File: src/rtl/fpu_mul_arbiter_if.sv
// fpu_mul_arbiter_if: request and response handshake bundle between FPU issue logic and the multiplier arbiter.
interface fpu_mul_arbiter_if #(
    parameter int NREQ = 4,
    parameter int IDW  = 2
);
    logic [NREQ-1:0]    req_valid;
    logic [NREQ-1:0]    req_ready;
    logic [NREQ*32-1:0] req_a;
    logic [NREQ*32-1:0] req_b;
    logic               rsp_valid;
    logic               rsp_ready;
    logic [IDW-1:0]     rsp_id;
    logic [31:0]        rsp_result;
    logic               rsp_overflow;
    logic               rsp_underflow;

    modport master (
        output req_valid, req_a, req_b, rsp_ready,
        input  req_ready, rsp_valid, rsp_id, rsp_result, rsp_overflow, rsp_underflow
    );

    modport slave (
        input  req_valid, req_a, req_b, rsp_ready,
        output req_ready, rsp_valid, rsp_id, rsp_result, rsp_overflow, rsp_underflow
    );
endinterface

File: src/rtl/fpu_mul_arbiter.sv
// fpu_mul_arbiter: round-robin sequencer sharing one combinational FP32 multiplier among NREQ requesters.
module fpu_mul_arbiter #(
    parameter int NREQ = 4,
    parameter int IDW  = 2,
    parameter int CNTW = 16
) (
    input  logic             clk,
    input  logic             rst_n,
    fpu_mul_arbiter_if.slave bus,
    output logic [31:0]      mul_a,
    output logic [31:0]      mul_b,
    input  logic [31:0]      mul_result,
    input  logic             mul_overflow,
    input  logic             mul_underflow,
    output logic             busy,
    output logic [CNTW-1:0]  ovf_count,
    output logic [CNTW-1:0]  unf_count
);
    typedef enum logic [1:0] {IDLE, EXEC, RESP} state_t;

    state_t          r_state;
    logic [IDW-1:0]  r_ptr;
    logic [IDW-1:0]  r_id;
    logic [31:0]     r_a;
    logic [31:0]     r_b;
    logic [31:0]     r_res;
    logic            r_ovf;
    logic            r_unf;
    logic            r_busy;
    logic            r_rsp_valid;
    logic [CNTW-1:0] r_ovf_cnt;
    logic [CNTW-1:0] r_unf_cnt;
    logic            w_any;
    logic [IDW-1:0]  w_gnt;

    // Scan downward so the last hit is the closest requester at or after the pointer.
    always_comb begin
        w_any = 1'b0;
        w_gnt = '0;
        for (int k = NREQ - 1; k >= 0; k--) begin
            if (bus.req_valid[(int'(r_ptr) + k) % NREQ]) begin
                w_any = 1'b1;
                w_gnt = IDW'((int'(r_ptr) + k) % NREQ);
            end
        end
    end

    assign bus.req_ready     = (r_state == IDLE && rst_n && w_any) ? NREQ'(1) << w_gnt : '0;
    assign bus.rsp_valid     = r_rsp_valid;
    assign bus.rsp_id        = r_id;
    assign bus.rsp_result    = r_res;
    assign bus.rsp_overflow  = r_ovf;
    assign bus.rsp_underflow = r_unf;
    assign mul_a             = r_a;
    assign mul_b             = r_b;
    assign busy              = r_busy;
    assign ovf_count         = r_ovf_cnt;
    assign unf_count         = r_unf_cnt;

    always_ff @(posedge clk or negedge rst_n) begin
        if (!rst_n) begin
            r_state     <= IDLE;
            r_ptr       <= '0;
            r_id        <= '0;
            r_a         <= '0;
            r_b         <= '0;
            r_res       <= '0;
            r_ovf       <= 1'b0;
            r_unf       <= 1'b0;
            r_busy      <= 1'b0;
            r_rsp_valid <= 1'b0;
            r_ovf_cnt   <= '0;
            r_unf_cnt   <= '0;
        end else begin
            case (r_state)
                IDLE: if (w_any) begin
                    r_a     <= bus.req_a[32*w_gnt +: 32];
                    r_b     <= bus.req_b[32*w_gnt +: 32];
                    r_id    <= w_gnt;
                    r_ptr   <= (w_gnt == IDW'(NREQ - 1)) ? '0 : w_gnt + 1'b1;
                    r_busy  <= 1'b1;
                    r_state <= EXEC;
                end
                EXEC: begin
                    r_res       <= mul_result;
                    r_ovf       <= mul_overflow;
                    r_unf       <= mul_underflow;
                    r_rsp_valid <= 1'b1;
                    r_state     <= RESP;
                end
                RESP: if (bus.rsp_ready) begin
                    r_ovf_cnt   <= r_ovf_cnt + CNTW'(r_ovf && !(&r_ovf_cnt));
                    r_unf_cnt   <= r_unf_cnt + CNTW'(r_unf && !(&r_unf_cnt));
                    r_rsp_valid <= 1'b0;
                    r_busy      <= 1'b0;
                    r_state     <= IDLE;
                end
                default: r_state <= IDLE;
            endcase
        end
    end
endmodule
File: src/flat_wrapper.sv
// flat-port wrapper written by rule: the top's interface ports become plain ports
module fpu_mul_arbiter_flat 
#(
    parameter int NREQ = 4,
    parameter int IDW  = 2,
    parameter int CNTW = 16
)
  (clk, rst_n, mul_a, mul_b, mul_result, mul_overflow, mul_underflow, busy, ovf_count, unf_count, bus_req_valid, bus_req_a, bus_req_b, bus_rsp_ready, bus_req_ready, bus_rsp_valid, bus_rsp_id, bus_rsp_result, bus_rsp_overflow, bus_rsp_underflow);
  fpu_mul_arbiter_if #(.NREQ(NREQ), .IDW(IDW)) bus_i ();
  input  logic clk;
  input  logic rst_n;
  output logic [31:0] mul_a;
  output logic [31:0] mul_b;
  input  logic [31:0] mul_result;
  input  logic mul_overflow;
  input  logic mul_underflow;
  output logic busy;
  output logic [CNTW-1:0] ovf_count;
  output logic [CNTW-1:0] unf_count;
  input wire logic [$bits(bus_i.req_valid)-1:0] bus_req_valid;
  input wire logic [$bits(bus_i.req_a)-1:0] bus_req_a;
  input wire logic [$bits(bus_i.req_b)-1:0] bus_req_b;
  input wire logic [$bits(bus_i.rsp_ready)-1:0] bus_rsp_ready;
  output wire logic [$bits(bus_i.req_ready)-1:0] bus_req_ready;
  output wire logic [$bits(bus_i.rsp_valid)-1:0] bus_rsp_valid;
  output wire logic [$bits(bus_i.rsp_id)-1:0] bus_rsp_id;
  output wire logic [$bits(bus_i.rsp_result)-1:0] bus_rsp_result;
  output wire logic [$bits(bus_i.rsp_overflow)-1:0] bus_rsp_overflow;
  output wire logic [$bits(bus_i.rsp_underflow)-1:0] bus_rsp_underflow;
  assign bus_i.req_valid = bus_req_valid;
  assign bus_i.req_a = bus_req_a;
  assign bus_i.req_b = bus_req_b;
  assign bus_i.rsp_ready = bus_rsp_ready;
  assign bus_req_ready = bus_i.req_ready;
  assign bus_rsp_valid = bus_i.rsp_valid;
  assign bus_rsp_id = bus_i.rsp_id;
  assign bus_rsp_result = bus_i.rsp_result;
  assign bus_rsp_overflow = bus_i.rsp_overflow;
  assign bus_rsp_underflow = bus_i.rsp_underflow;
  fpu_mul_arbiter #(.NREQ(NREQ), .IDW(IDW), .CNTW(CNTW)) u_core (.clk(clk), .rst_n(rst_n), .bus(bus_i), .mul_a(mul_a), .mul_b(mul_b), .mul_result(mul_result), .mul_overflow(mul_overflow), .mul_underflow(mul_underflow), .busy(busy), .ovf_count(ovf_count), .unf_count(unf_count));
endmodule
File: config.mk
export PLATFORM = sky130hd
export DESIGN_NAME = fpu_mul_arbiter_flat
export DESIGN_NICKNAME = d
export VERILOG_FILES = /design/src/rtl/fpu_mul_arbiter_if.sv /design/src/rtl/fpu_mul_arbiter.sv /design/src/flat_wrapper.sv
export SDC_FILE = /design/constraint.sdc
export NUM_CORES = 1
export LEC_CHECK = 0
export ABC_AREA = 1
export BUFFER_PORTS_ARGS = -buffer_cell sky130_fd_sc_hd__buf_2
export CAP_MARGIN = 20
export CORE_AREA = 2 2 170 172
export DETAILED_ROUTE_END_ITERATION = 10
export DIE_AREA = 0 0 172 174
export GPL_TIMING_DRIVEN = 0
export PLACE_DENSITY = 0.61
export SYNTH_ARGS = -nofsm -noshare
export SYNTH_HDL_FRONTEND = slang
export SYNTH_SLANG_ARGS = --single-unit
File: constraint.sdc
create_clock -name clk -period 5.1 [get_ports clk]
set_clock_uncertainty 0.2 [all_clocks]
set_input_delay 0.765 -clock clk [delete_from_list [all_inputs] [get_ports clk]]
set_output_delay 0.765 -clock clk [all_outputs]
set_load 0.01 [all_outputs]
==> results of run 1 <==
[flip-flops by register name (all words and copies together), names as in the netlist]
name	cells
u_core.bus.rsp_result	32
u_core.mul_a	32
u_core.mul_b	32
u_core.ovf_count	16
u_core.unf_count	16
u_core.bus.rsp_id	2
u_core.r_ptr	2
u_core.r_state	2
u_core.bus.rsp_overflow	1
u_core.bus.rsp_underflow	1
u_core.bus.rsp_valid	1
u_core.busy	1
[cell type report]
cell class	instances	area share, %
flip-flops and latches	138	28.6
repair buffers	435	18.2
clock buffers	17	3.52
clock inverters	15	1.45
plain buffers	70	2.84
multi-input cells	820	33.1
well taps	384	3.97
diodes	2	0.0414
inverters	265	8.27
[report_power, final]
part | internal, W | switching, W
registers | 0.00157 | 0.000242
clock network | 0.000704 | 0.000597
logic | 0.00203 | 0.00392
[logic make-up (layout without fill, tap and decap cells)]
| family | Yosys count | in the layout |
|---|---|---|
| and+or+nand+nor | 731 | 731 |
| buffers and inverters | 335 | 802 |
| DFF | 138 | 138 |
| muxes | 34 | 34 |
| AOI/OAI and AO/OA | 24 | 24 |
| xor gates and xnor gates | 23 | 23 |
| adders and majority gates | 8 | 8 |
| other | 0 | 2 |
[final timing paths]
kind                                                 start                               end  slack (ps)  cells past startpoint
max                            u_core.r_ptr[0]$_DFFE_PN0P_                  bus_req_ready[3]        1280                     17
min                                                  rst_n  u_core.unf_count[13]$_DFFE_PN0P_         100                      1
max reg2reg                u_core.unf_count[3]$_DFFE_PN0P_  u_core.unf_count[13]$_DFFE_PN0P_        2290                     11
min reg2reg                    u_core.mul_b[8]$_DFFE_PN0P_       u_core.mul_b[8]$_DFFE_PN0P_         270                      2
max in group asynchronous                            rst_n      u_core.mul_a[25]$_DFFE_PN0P_        3770                      2
min in group clk               u_core.mul_b[8]$_DFFE_PN0P_       u_core.mul_b[8]$_DFFE_PN0P_         270                      2
[routing by layer]
layer / part of all wire (%) / up-vias / track usage, %
met5: 0.070 / - / 0
met4: 2.0 / 4 / 5.60
met3: 7.6 / 46 / 5.17
met2: 49 / 388 / 39.8
met1: 41 / 4566 / 27.1
li1: - / 4845 / -
[synth_stat cells]
| cell type | n |
|---|---|
| nand2_1 | 422 |
| inv_1 | 260 |
| nand3_1 | 246 |
| dfrtp_1 | 138 |
| mux2_2 | 34 |
| clkbuf_1 | 29 |
| nor2_1 | 29 |
| buf_2 | 22 |
| xnor2_1 | 12 |
| xor2_1 | 11 |
| buf_4 | 10 |
| o211ai_1 | 10 |
| or2_1 | 10 |
| ha_1 | 8 |
| buf_1 | 7 |
| nand4_1 | 7 |
| a21oi_1 | 5 |
| nor3_1 | 5 |
| inv_2 | 4 |
| nand2_2 | 3 |
| nand2_4 | 3 |
| o21ai_0 | 3 |
| buf_6 | 2 |
| nor2_2 | 2 |
| nor4_1 | 2 |
| o21a_1 | 2 |
| o31a_1 | 2 |
| a31oi_2 | 1 |
| inv_6 | 1 |
| nor3b_1 | 1 |
| o21ai_2 | 1 |
| or2_2 | 1 |
[worst max-delay path: stages, from the launching register on]
cell     delay [ps]
dfrtp_1         370
buf_6           140
inv_6            90
nand2_1          60
nand2_1          90
nand2_1          90
nand2_2         110
nor2_1           70
nor2_2          120
nand2_4         160
nand2_4         180
buf_6           180
buf_2           270
inv_1           100
ha_1            200
inv_1            50
nor2_1           30
buf_2           140
[stage by stage]
step / hold slack (ps) / cell area, sq um / setup slack, ps
after global routing: 122 / 12100 / 1030
after CTS: 109 / 12100 / 1240
after floorplan: 269 / 8800 / 2020
after detailed placement: 260 / 11500 / 1320
after global placement: 251 / 11400 / 179
final: 97.9 / 12100 / 1280
==> run summary, run 1 <==
Status = complete, no violations
Slew margin rel. = 55.1%
Post-synthesis compound-gate area fraction = 1.92%
Setup crit start kind = flop
Total CTS buffers = 17
Synth area leaders = dfrtp_1, nand2_1, nand3_1
# rows = 62
Tot Pwr = 0.00907 W
Crit end category = primary output
Final GP Congestion = 0.932
CTS Hold Buffers Added = 0
Avg Inst Size Synth = 6.80 sq um
Critical Path RT = 4140 ps
Post-CTS sizing = 0
Proportion of layout cells with a drive suffix above 1 = 31.3%
Unrepaired setup endpoints after global routing = false
TritonCTS clock tree = done
Fill count = 3056
Pwr Density = 750 mW/mm^2
DPL Wire Length = 26900 um
ANT nets after route = 0
Most common cell after layout, fill and taps aside = buf_2
Hold crit path type = input port to async pin
Io pins = 435
Most frequent cells in the layout = buf_2, nand2_1, inv_1, nand3_1, dfrtp_1
Max-Cap Viols = 0
Xor and xnor area share after synthesis = 2.29%
Clock slew at reported path FFs = 70 ps
Routed WL per cell = 15.9 um
Netlist cell types = 32
Register area share after synthesis = 39.3%
Die area = 0.0299 sq mm
F_max = 262 MHz
Core Util, Final = 42.8%
Area Growth Syn to Fin = 37.4%
Final period util = 75.0%
Placed Cells = 2112
Minimum clock period after layout = 3820 ps
Post-synth top area cell = dfrtp_1
DR iter-0 viols = 563
Adder-Cell Fraction of Synth Area = 1.14%
TritonRoute pass-1 iters = 4
Initial antenna violation count = 5
Final WL = 34100 um
Setup bufs post-CTS = 0
Nets@finish = 2052
Global Route Usage Sum = 22.4%
Core area = 0.0282 sq mm
Area occupied by multi-input gates = 0.00400 sq mm
Root buffer cell = clkbuf_16
Clk_lat worst skew = 410 ps
Die width = 172 um
Max-slew violations = 0
Setup tns final = 0 ps
Leak Pwr = 7.47 nW
Post-synthesis register bit count = 138
Final hold vios = 0
Cell Area, Synth = 0.00880 sq mm
Worst Tran Pin Value = 673 ps
Post-Synth Simple-Gate Area = 35.8%
Sequential cell area = 0.00345 sq mm
First-pass GRT wire length = 52000 um
Largest net degree at the start of global routing = 90
Vias in the first global route = 9603
Starting density of the core = 31.2%
Clk sinks = 138
Vias = 9849
Grt total ovfl = 0
DRC Markers = 0
Max FO, Critical Path = 11
Longest Clk Path Bufs = 2
Kind of critical path = flop to primary output
Synth Net Count = 1598
Port Buffer Count = 434
Largest family of logic cells by synthesized area = simple AND/OR/NAND/NOR gates
H-tree levels = 4
Arr. time, crit path = 2860 ps
Fin cells = 2146
Setup-failing EPs final = 0
Top cell type's share of synthesized area = 39.3%
DR vias/cell = 4.59
Peak VDD IR = 0.000273 V
Die height = 174 um
Multiplexer share of the synthesized area = 4.35%
Synthesis Warnings = 0
Post-synthesis cell count = 1293
No activity file was read; power rests on OpenSTA's default activity.
==> run 2: changes to the inputs <==
CORE_AREA = 2 2 167 169   (was 2 2 170 172)
DIE_AREA = 0 0 169 171   (was 0 0 172 174)
PLACE_DENSITY = 0.63   (was 0.61)
clock period = 3.75 ns   (was 5.1 ns; I/O delays follow)
==> run summary, run 2 (same netlist as run 1, synthesis figures left out) <==
Placed Cells = 2074
Final GP Congestion = 0.914
Die width = 169 um
Worst Tran Pin Value = 635 ps
Slew margin rel. = 57.7%
Core area = 0.0273 sq mm
Worst R2R Setup Slack = 940 ps
Setup-failing EPs final = 0
Kind of critical path = flop to primary output
TritonRoute pass-1 iters = 6
Final period util = 92.1%
# rows = 61
Global Route Usage Sum = 22.5%
Status = complete, no violations
Area Growth Syn to Fin = 37.0%
Proportion of layout cells with a drive suffix above 1 = 31.3%
Final hold vios = 0
Initial antenna violation count = 6
Die height = 171 um
Longest Clk Path Bufs = 2
Worst hold slack = 160 ps
Fin cells = 2110
F_max = 289 MHz
Tot Pwr = 0.0123 W
Vias = 9810
Setup tns final = 0 ps
Leak Pwr = 7.47 nW
Pwr Density = 1020 mW/mm^2
DRC Markers = 0
Peak VDD IR = 0.000384 V
Starting density of the core = 32.2%
Max-Cap Viols = 0
Arr. time, crit path = 2690 ps
Total CTS buffers = 17
Critical Path RT = 2990 ps
Minimum clock period after layout = 3460 ps
Most common cell after layout, fill and taps aside = buf_2
Io pins = 435
Vias in the first global route = 9326
Crit end category = primary output
ANT nets after route = 0
Max FO, Critical Path = 11
Routed WL per cell = 15.9 um
DPL Wire Length = 26400 um
H-tree levels = 4
Setup crit start kind = flop
Final WL = 33600 um
DR iter-0 viols = 563
Clk_lat worst skew = 430 ps
Root buffer cell = clkbuf_16
Grt total ovfl = 0
Clk sinks = 138
Nets@finish = 2052
Max-slew violations = 0
Port Buffer Count = 434
Hold crit path type = input port to flop
First-pass GRT wire length = 50000 um
DR vias/cell = 4.65
Die area = 0.0289 sq mm
Unrepaired setup endpoints after global routing = false
Clock slew at reported path FFs = 70 ps
TritonCTS clock tree = done
Largest net degree at the start of global routing = 96
Most frequent cells in the layout = buf_2, nand2_1, inv_1, nand3_1, dfrtp_1
run 2: cell types whose count changed in the layout (fill, tap and decap cells not counted), sizes merged:
| cell | delta |
|---|---|
| buf | -3 |
| clkbuf | +2 |
| diode | +2 |
| clkinv | +1 |
| clkinvlp | -1 |
| dlygate4sd3 | +1 |
run 2: area by class of cell:
cell class	count	area [sq um]
inverters	265	1000
diodes	4	10.0
multi-input cells	820	4000
flip-flops and latches	138	3450
plain buffers	69	343
well taps	346	433
fillers	2925	15300
clock buffers	17	425
repair buffers	436	2220
clock inverters	15	171
run 2: power by group:
part | leakage (nW) | internal [W] | switching (W) | total [W]
combinational | 5.47 | 0.00276 | 0.00534 | 0.00810
sequential | 1.71 | 0.00214 | 0.000346 | 0.00249
clock | 0.291 | 0.000954 | 0.000793 | 0.00175
total | 7.47 | 0.00586 | 0.00648 | 0.0123
run 2: final timing paths:
kind	from	cells past startpoint	to
setup / recovery	u_core.r_ptr[0]$_DFFE_PN0P_	14	bus_req_ready[3]
hold / removal	mul_result[10]	2	u_core.bus.rsp_result[10]$_DFFE_PN0P_
setup reg to reg	u_core.unf_count[8]$_DFFE_PN0P_	11	u_core.unf_count[13]$_DFFE_PN0P_
hold reg to reg	u_core.mul_b[7]$_DFFE_PN0P_	2	u_core.mul_b[7]$_DFFE_PN0P_
max in group asynchronous	rst_n	3	u_core.mul_a[15]$_DFFE_PN0P_
min in group asynchronous	rst_n	2	u_core.unf_count[12]$_DFFE_PN0P_
run 2: metrics by stage:
| stage | setup slack [ps] | instance area [sq um] | utilization (%) |
|---|---|---|---|
| after floorplan | 1070 | 8800 | - |
| after global placement | -759 | 11400 | 41.7 |
| after detailed placement | 358 | 11400 | 41.8 |
| after CTS | 22.9 | 12000 | 44.1 |
| after global routing | 80.6 | 12000 | 44.1 |
| final | 295 | 12100 | 44.1 |
run 2: worst max-delay path, cell delays in order, from the launching register on:
cell      delay (ps)
dfrtp_1          370
buf_6            140
inv_6             90
nand2_1           60
nand2_1           70
nand2_1           80
nand2_2          100
inv_2             60
a31oi_2          190
clkbuf_4         300
clkbuf_4         340
ha_1             200
inv_1             40
nor2_1            80
buf_2            140
run 2: what timing repair did:
action                                 in CTS  in global routing
gates resized for setup                     0                  2
hold buffers                                1                  0
endpoints found under the hold margin      43                  0
setup buffers                               0                  0
setup endpoints to repair                   0                  4
run 2: metal layers:
| layer | routed length [um] | share of wire, % | vias up | track usage (%) |
|---|---|---|---|---|
| li1 | - | - | 4852 | - |
| met1 | 13800 | 41 | 4472 | 27.1 |
| met2 | 16800 | 50 | 437 | 40.5 |
| met3 | 2190 | 6.5 | 47 | 3.72 |
| met4 | 804 | 2.4 | 2 | 7.84 |
| met5 | 17 | 0.051 | - | 0 |
